## src/rtl/adder_display_pkg.sv

```systemverilog
// Shared definitions for the multi-digit adder display: page encodings,
// active-low hex segment patterns and the page rotation order.
package adder_display_pkg;

  typedef enum logic [1:0] {
    PAGE_A    = 2'd0,
    PAGE_B    = 2'd1,
    PAGE_SUM  = 2'd2,
    PAGE_AUTO = 2'd3
  } page_e;

  localparam logic [6:0] SEG_BLANK = 7'h7F;

  // Index n holds the glyph for hex digit n; bit 0 = segment a, bit 6 = segment g.
  localparam logic [15:0][6:0] SEG_TABLE = {
    7'h0E, 7'h06, 7'h21, 7'h46, 7'h03, 7'h08, 7'h10, 7'h00,
    7'h78, 7'h02, 7'h12, 7'h19, 7'h30, 7'h24, 7'h79, 7'h40
  };

  function automatic page_e next_page(input page_e p);
    case (p)
      PAGE_A:  return PAGE_B;
      PAGE_B:  return PAGE_SUM;
      default: return PAGE_A;
    endcase
  endfunction

endpackage

```

## src/rtl/hex_to_svn_seg.sv

```systemverilog
// Combinational 4-bit nibble to active-low seven-segment glyph decoder.
module hex_to_svn_seg
  import adder_display_pkg::*;
(
  input  logic [3:0] nibble,
  output logic [6:0] seg
);

  assign seg = SEG_TABLE[nibble];

endmodule

```

## src/rtl/multi_digit_adder_display.sv

```systemverilog
// Registered ripple-carry adder whose operands or sum are shown on a
// time-multiplexed active-low seven-segment display with optional auto-rotate.
module multi_digit_adder_display
  import adder_display_pkg::*;
#(
  parameter int WIDTH        = 8,
  parameter int DIGITS       = 4,
  parameter int REFRESH_DIV  = 100000,
  parameter int ROTATE_SCANS = 256,
  parameter int BLANK_ZEROS  = 1
) (
  input  logic              clk,
  input  logic              clr,
  input  logic [WIDTH-1:0]  a,
  input  logic [WIDTH-1:0]  b,
  input  logic              c_in,
  input  logic              load,
  input  logic [1:0]        mode,
  output logic              valid,
  output logic [DIGITS-1:0] an,
  output logic [6:0]        ca,
  output logic              dp
);

  localparam int RCW  = $clog2(REFRESH_DIV);
  localparam int DW   = $clog2(DIGITS);
  localparam int ROTW = $clog2(ROTATE_SCANS + 1);
  localparam int PW   = 4 * DIGITS + 20;

  logic [WIDTH-1:0]  ra_reg, rb_reg;
  logic              rc_reg;
  logic [WIDTH:0]    rs_reg;
  logic              valid_reg, pend_reg;
  logic [RCW-1:0]    refresh_reg;
  logic [DW-1:0]     digit_idx_reg, disp_idx_reg;
  logic              live_reg;
  logic [ROTW-1:0]   rotate_reg;
  page_e             page_reg;
  logic              auto_reg;
  logic [DIGITS-1:0] an_reg;
  logic [6:0]        ca_reg;
  logic              dp_reg;

  // Explicit ripple-carry chain over the captured operands.
  logic [WIDTH:0]   carry;
  logic [WIDTH-1:0] sum_bits;
  assign carry[0] = rc_reg;
  for (genvar gi = 0; gi < WIDTH; gi++) begin : g_ripple
    assign sum_bits[gi]  = ra_reg[gi] ^ rb_reg[gi] ^ carry[gi];
    assign carry[gi + 1] = (ra_reg[gi] & rb_reg[gi]) | (carry[gi] & (ra_reg[gi] ^ rb_reg[gi]));
  end

  always_ff @(posedge clk) begin
    if (clr) begin
      ra_reg    <= '0;
      rb_reg    <= '0;
      rc_reg    <= 1'b0;
      rs_reg    <= '0;
      valid_reg <= 1'b0;
      pend_reg  <= 1'b0;
    end else if (load) begin
      ra_reg    <= a;
      rb_reg    <= b;
      rc_reg    <= c_in;
      valid_reg <= 1'b0;
      pend_reg  <= 1'b1;
    end else if (pend_reg) begin
      rs_reg    <= {carry[WIDTH], sum_bits};
      valid_reg <= 1'b1;
      pend_reg  <= 1'b0;
    end
  end

  logic refresh_wrap, scan_wrap;
  assign refresh_wrap = (refresh_reg == RCW'(REFRESH_DIV - 1));
  assign scan_wrap    = refresh_wrap && (digit_idx_reg == DW'(DIGITS - 1));

  // digit_idx_reg is the next digit to light; disp_idx_reg is the one being driven.
  always_ff @(posedge clk) begin
    if (clr) begin
      refresh_reg   <= '0;
      digit_idx_reg <= '0;
      disp_idx_reg  <= '0;
      live_reg      <= 1'b0;
    end else begin
      refresh_reg <= refresh_wrap ? '0 : refresh_reg + RCW'(1);
      if (refresh_wrap) begin
        digit_idx_reg <= (digit_idx_reg == DW'(DIGITS - 1)) ? '0 : digit_idx_reg + DW'(1);
        disp_idx_reg  <= digit_idx_reg;
        live_reg      <= 1'b1;
      end
    end
  end

  page_e mode_page;
  assign mode_page = page_e'(mode);

  always_ff @(posedge clk) begin
    if (clr) begin
      rotate_reg <= '0;
      page_reg   <= PAGE_A;
      auto_reg   <= 1'b0;
    end else begin
      auto_reg <= (mode_page == PAGE_AUTO);
      if (mode_page != PAGE_AUTO) begin
        rotate_reg <= '0;
        page_reg   <= mode_page;
      end else if (!auto_reg) begin
        rotate_reg <= '0;
        page_reg   <= PAGE_A;
      end else if (scan_wrap) begin
        if (rotate_reg == ROTW'(ROTATE_SCANS - 1)) begin
          rotate_reg <= '0;
          page_reg   <= next_page(page_reg);
        end else begin
          rotate_reg <= rotate_reg + ROTW'(1);
        end
      end
    end
  end

  // Page seen by the output stage this cycle, so mode changes land at the next edge.
  page_e cur_page;
  always_comb begin
    cur_page = mode_page;
    if (mode_page == PAGE_AUTO)
      cur_page = auto_reg ? page_reg : PAGE_A;
  end

  logic [PW-1:0] page_val;
  always_comb begin
    case (cur_page)
      PAGE_A:  page_val = PW'(ra_reg);
      PAGE_B:  page_val = PW'(rb_reg);
      default: page_val = PW'(rs_reg);
    endcase
  end

  logic [3:0]        nib_arr [DIGITS];
  logic [DIGITS-1:0] upper_zero;
  for (genvar gi = 0; gi < DIGITS; gi++) begin : g_nibble
    assign nib_arr[gi]    = page_val[4*gi +: 4];
    assign upper_zero[gi] = (page_val[PW-1:4*gi] == '0);
  end

  logic [6:0] dec_seg;
  hex_to_svn_seg u_dec (
    .nibble (nib_arr[disp_idx_reg]),
    .seg    (dec_seg)
  );

  logic blank;
  assign blank = (BLANK_ZEROS != 0) && (disp_idx_reg != '0) && upper_zero[disp_idx_reg];

  always_ff @(posedge clk) begin
    if (clr || !live_reg) begin
      an_reg <= '1;
      ca_reg <= SEG_BLANK;
      dp_reg <= 1'b1;
    end else begin
      an_reg <= ~(DIGITS'(1) << disp_idx_reg);
      ca_reg <= blank ? SEG_BLANK : dec_seg;
      dp_reg <= (disp_idx_reg != DW'(cur_page));
    end
  end

  assign valid = valid_reg;
  assign an    = an_reg;
  assign ca    = ca_reg;
  assign dp    = dp_reg;

endmodule

```

## config.mk

```make
export PLATFORM = sky130hd
export DESIGN_NAME = multi_digit_adder_display
export DESIGN_NICKNAME = d
export VERILOG_FILES = /design/src/rtl/adder_display_pkg.sv /design/src/rtl/hex_to_svn_seg.sv /design/src/rtl/multi_digit_adder_display.sv
export SDC_FILE = /design/constraint.sdc
export NUM_CORES = 1
export LEC_CHECK = 0
export ABC_AREA = 0
export ABC_CLOCK_PERIOD_IN_PS = 3700
export CORE_MARGIN = 3
export CORE_UTILIZATION = 45
export CTS_BUF_LIST = sky130_fd_sc_hd__clkbuf_8
export DETAILED_ROUTE_END_ITERATION = 8
export HOLD_SLACK_MARGIN = 0.05
export PLACE_DENSITY = 0.68
export SYNTH_ARGS = -nofsm -noshare
export SYNTH_HDL_FRONTEND = slang
export SYNTH_SLANG_ARGS = --single-unit
```

## constraint.sdc

```tcl
create_clock -name clk -period 3.7 [get_ports clk]
set_input_delay 0.74 -clock clk [delete_from_list [all_inputs] [get_ports clk]]
set_output_delay 0.74 -clock clk [all_outputs]
set_load 0.02 [all_outputs]
```

# == After elaboration in Yosys (flattened, before gate mapping) ==
# Memories as Yosys holds them, arrays and structs flattened. A register that Yosys moved wholly into a read port is not among the register bits.
# Index checks and enable logic that the tools add are counted.
# totals
register_bits,67
romBits,112
input_bits,22
output_inout_bits,13
word_cells,109
memories,1
# op_classes
add_sub_neg,3
order_cmp,2
eq_ne,10
shifts,1
mux,16
bitwise,44
reduce_logical,17
# memory_table
name,depth,width,rd,rd_ports_with_merged_regs,write_ports,line,text
(no name shown),16,7,1,1,0,hex_to_svn_seg.sv:9,assign seg = SEG_TABLE[nibble];
# op_table
op,count
logical NOT 36 bit,1
logical NOT 32 bit,1
logical NOT 28 bit,1
"logical NOT 24 bit, first input constant",1
one-hot mux 9 bit (2 select lines),1
"adder 17 x 1 -> 17 bit, second input constant",1
"equality test 17 bit, second input constant",1
bitwise AND 1 bit,16
bitwise XOR 1 bit,16
2-to-1 mux 2 bit,7
"adder 9 x 1 -> 9 bit, second input constant",1
"equality test 9 x 8 -> 1 bit, second input constant",1
2-to-1 mux 9 bit,1
binary-select mux 4 bit (select 2 bit),1
2-to-1 mux 4 bit,2
bitwise OR 1 bit,8
"inequality test 3 x 1 -> 1 bit, second input constant",2
OR reduction 2 bit,3
"equality test 2 x 1 -> 1 bit, second input constant",2
"equality test 2 bit, second input constant",2
logical NOT 2 bit,2
inverter 4 bit,1
one-hot mux 2 bit (2 select lines),1
AND reduction 2 bit,2
15 further kinds,18

# == Depth between registers and ports, before layout ==
# logic_depth
ltp_word,17
ltp_mapped,12
depth_no_buf,12

# == Cells and area by module ==
# A second synthesis with hierarchy kept.
# hier_totals
hier_cells,427
area_unflattened_um2,3676.0
# modules_own_cells
mod,instances,cells_per_inst,area_per_inst_um2,seq_area_each_um2
multi_digit_adder_display,1,392,3409.5,1481.4
hex_to_svn_seg,1,35,266.5,0.0

# == Least setup slack after synthesis ==
# OpenSTA, ideal clock, no wires.
# synth_timing
path_kind,flip-flop to flip-flop
start,register ra_reg[0]
end,register rs_reg[7]
t_arrival_ps,3483
setup_slack_ps,131
path_stages_with_launch,13
n_path_buf,0
period_less_slack_ps,3569
cell_sequence,dfxtp_1 fa_1 inv_1 fa_1 inv_1 fa_1 fa_1 fa_1 fa_1 fa_1 inv_1 fa_1 a211oi_1
# synth_between
elab_chain_cells,16
word_cells_on_any_way,17
cone_classes,17 x bitwise
# synth_lines
element,line,text
start: declaration,multi_digit_adder_display.sv:30,"logic [WIDTH-1:0] ra_reg, rb_reg;"
start signal: assignment,multi_digit_adder_display.sv:55,ra_reg <= '0;
start signal: assignment,multi_digit_adder_display.sv:62,ra_reg <= a;
bitwise XOR 1 bit,multi_digit_adder_display.sv:50,assign carry[gi + 1] = (ra_reg[gi] & rb_reg[gi]) | (carry[gi] & (ra_reg[gi] ^ rb_reg[gi]));
bitwise AND 1 bit,multi_digit_adder_display.sv:50,
bitwise OR 1 bit *,multi_digit_adder_display.sv:50,
bitwise AND 1 bit *,multi_digit_adder_display.sv:50,
bitwise OR 1 bit *,multi_digit_adder_display.sv:50,
bitwise AND 1 bit *,multi_digit_adder_display.sv:50,
bitwise OR 1 bit *,multi_digit_adder_display.sv:50,
bitwise AND 1 bit *,multi_digit_adder_display.sv:50,
bitwise OR 1 bit *,multi_digit_adder_display.sv:50,
bitwise AND 1 bit *,multi_digit_adder_display.sv:50,
bitwise OR 1 bit *,multi_digit_adder_display.sv:50,
bitwise AND 1 bit *,multi_digit_adder_display.sv:50,
bitwise OR 1 bit *,multi_digit_adder_display.sv:50,
bitwise AND 1 bit *,multi_digit_adder_display.sv:50,
bitwise OR 1 bit *,multi_digit_adder_display.sv:50,
bitwise XOR 1 bit *,multi_digit_adder_display.sv:49,assign sum_bits[gi] = ra_reg[gi] ^ rb_reg[gi] ^ carry[gi];
end signal: assignment,multi_digit_adder_display.sv:68,"rs_reg <= {carry[WIDTH], sum_bits};"
end: declaration,multi_digit_adder_display.sv:32,logic [WIDTH:0] rs_reg;
# Every way passes the cells marked *; elsewhere a longest branch is shown, timed or not.
# A chain may end at the register's enable or synchronous reset.

# == Worst setup path after layout ==
# Same ends and word-level chain as after synthesis.

==> qor.yml <==
ant_nets: 0
synth_compound_area_share_pct: 13.6
cp-start-kind: "flip-flop"
grt_pass1_vias: 2613
crit_fanout: 2
hold_buffers: 0
syn_inst: 402
gp_congestion: 0.846
powerDensity_nw_per_um2: 387
dr.pass1.iters: 4
slew_viol_final: 0
wl_per_cell_microns: 12.7
final_nets: 475
ys_types: 53
use_met1_pct: 22.6
vias_per_cell: 5.20
finalHoldViolations: 0
drc: 0
cts_root_buf: "clkbuf_8"
status: "finished clean"
cts.sinks: 74
io_buffers: 34
synth_top_family_by_area: "simple AND/OR/NAND/NOR gates"
track_usage_pct: 16.7
insertion_delay_ns: 0.34
path_clk_slew_ns: 0.08
initial_core_util_pct: 47.8
crit_type: "reg2reg"
ys_ff_latch: 74
mappedNetlistArea_sq_um: 3560
clockBufferDepth: 2
drive_above_1_share_pct: 8.16
p_seq_share_pct: 51.3
cts_tree: "done"
synth.area.mux_share_pct: 6.19
areaGrowthSynthToFinish_pct: 18.3
internal-power_mw: 1.22
grt_pass1_wl_microns: 11800
vias: 2809
ir_drop_v: 0.000287
grt_overflow: 0
diodes: 0
antenna_found_initial: 0
endpoint_kind: "flip-flop"
io_pins: 35
slew_headroom_pct: 40.3
numCtsBuffers: 9
yosysSeqAreaShare_pct: 41.6
largest_reg_flops: 17
use_met3_pct: 5.26
synthAdderAreaFrac_pct: 7.32
worstHoldPathType: "reg2reg"
tightest_slew_ns: 0.895
synthFlopType: "dfxtp_1"
pwr-share-comb_pct: 10.6
final_period_minus_worst_setup_slack_ns: 3.58
p_switching_uw: 406
synthArstFlopShare_pct: 0
final_core_util_pct: 56.5
h-tree-depth: 3
top_usage_layer: "met2"
syn_area_per_cell_sq_um: 8.85
dieHeight_microns: 94.9
ys_warn_count: 0
n_fill_cell: 676
holdWs_ns: 0.443
met2_usage_pct: 24.6
synth_edf_count: 0
core_area_sq_um: 7450
worstPathRequired_ns: 3.96
die_area_sq_um: 9010
worstPathArrival_ns: 3.85
clockPowerShare_pct: 38.0
hpwl_microns: 5060
grt_max_degree: 38
yosys.area_share.xor_xnor_pct: 4.68
row_count: 31
fmax_mhz: 279
finalCritPeriodShare_pct: 96.9
die_x_microns: 94.9
dr.first_iter.drc_count: 76
leakagePower_nw: 1.59
switching_share_pct: 24.9
fin_worst_skew_ns: 0.00772
yosys.area_share.simple_pct: 22.7
drv_cap: 0
setup_violations: 0
wl_microns: 6840
synth_nets: 440
power groups by stage:
stage,clock (mW),combinational [mW],sequential [mW]
6_report,0.620,0.173,0.836
5_1_grt,0.675,0.195,0.839
4_1_cts,0.637,0.172,0.836
3_5_place_dp,0,0.171,0.855
3_3_place_gp,0,0.168,0.854
2_1_floorplan,0,0.118,0.848
synth_stat cells (all sizes together), types with 7 or more instances:
master,number,area share (%)
inv,15,1.6
xor2,13,3.2
dfxtp,74,42
clkbuf,10,1.1
a21oi,18,2.5
ha,8,2.8
buf,8,1.2
nor2,54,5.7
mux2i,22,6.2
o21ai,18,2.5
and3,7,1.2
fa,8,4.5
o211ai,7,1.5
nand3,14,2.0
nand2,41,4.3
or3,9,1.6
nor3,8,1.3
routing by layer:
metal	up-vias	wire length, microns	part of all wire, %
met5	-	0	0
met4	0	68	0.99
met3	6	386	5.6
met2	57	2950	43
met1	1290	3430	50
li1	1456	-	-
worst max-delay path, cell delays in order, from the launching register on:
cell	delay, ns
dfxtp_1	0.33
fa_1	0.42
inv_1	0.08
fa_1	0.16
inv_1	0.05
fa_2	0.33
fa_2	0.34
fa_2	0.35
fa_2	0.34
fa_1	0.37
inv_1	0.08
fa_1	0.42
a211oi_2	0.22
cell type report:
type / count / area, sq um / share of cell area (%)
tap: 99 / 124 / 2.94
inverter: 15 / 56.3 / 1.34
clock inverter: 5 / 56.3 / 1.34
clock buffer: 10 / 138 / 3.27
sequential: 74 / 1480 / 35.2
multi-input combinational: 295 / 1950 / 46.4
timing repair buffer: 42 / 400 / 9.51
metrics by stage:
stage,TNS [ns],power [mW],setup slack [ns],cell area [sq um],std cells
after global placement,0,1.02,0.0374,4000,525
after CTS,0,1.65,0.0253,4200,540
after global routing,-0.00898,1.71,-0.00898,4210,540
after floorplan,0,0.966,0.131,3560,402
after detailed placement,0,1.03,0.0191,4000,525
final,0,1.63,0.115,4210,540
cells by family (layout without fill, tap and decap cells):
logic type,after synthesis,count (layout)
and+or+nand+nor,167,167
DFF,74,74
AOI/OAI and AO/OA,71,71
buffers and inverters,33,72
muxes,22,22
xor gates and xnor gates,19,19
adders and majority gates,16,16
layout by cell type, fill, tap and decap left out, types with 4 or more instances in the layout:
master           count
dfxtp_1             74
nor2_1              54
nand2_1             41
clkdlybuf4s50_1     34
mux2i_1             22
a21oi_1             18
o21ai_0             17
inv_1               16
nand3_1             14
xor2_1              13
clkbuf_8            10
or3_1                9
ha_1                 8
buf_4                8
o211ai_1             7
and3_1               7
nor3_1               7
nand4_1              6
xnor2_1              6
nand3b_1             5
nand2b_1             5
and2_1               5
nor2b_1              4
fa_2                 4
fa_1                 4
path summary, 6_finish.rpt:
check / slack, ns / cells after the start / startpoint / to
worst min register to register: 0.44 / 1 / refresh_reg[0] / refresh_reg[0]
worst max-delay path: 0.12 / 12 / ra_reg[0] / rs_reg[7]
worst min-delay path: 0.44 / 1 / refresh_reg[0] / refresh_reg[0]
worst max register to register: 0.12 / 12 / ra_reg[0] / rs_reg[7]
timing repair:
| action | CTS | global route |
|---|---|---|
| pin swaps | 0 | 1 |
| gates resized for setup | 1 | 4 |
| buffers inserted | 0 | 0 |
| cloned | 0 | 0 |
| setup endpoints to repair | 1 | 1 |
No activity file was read; power rests on OpenSTA's default activity.
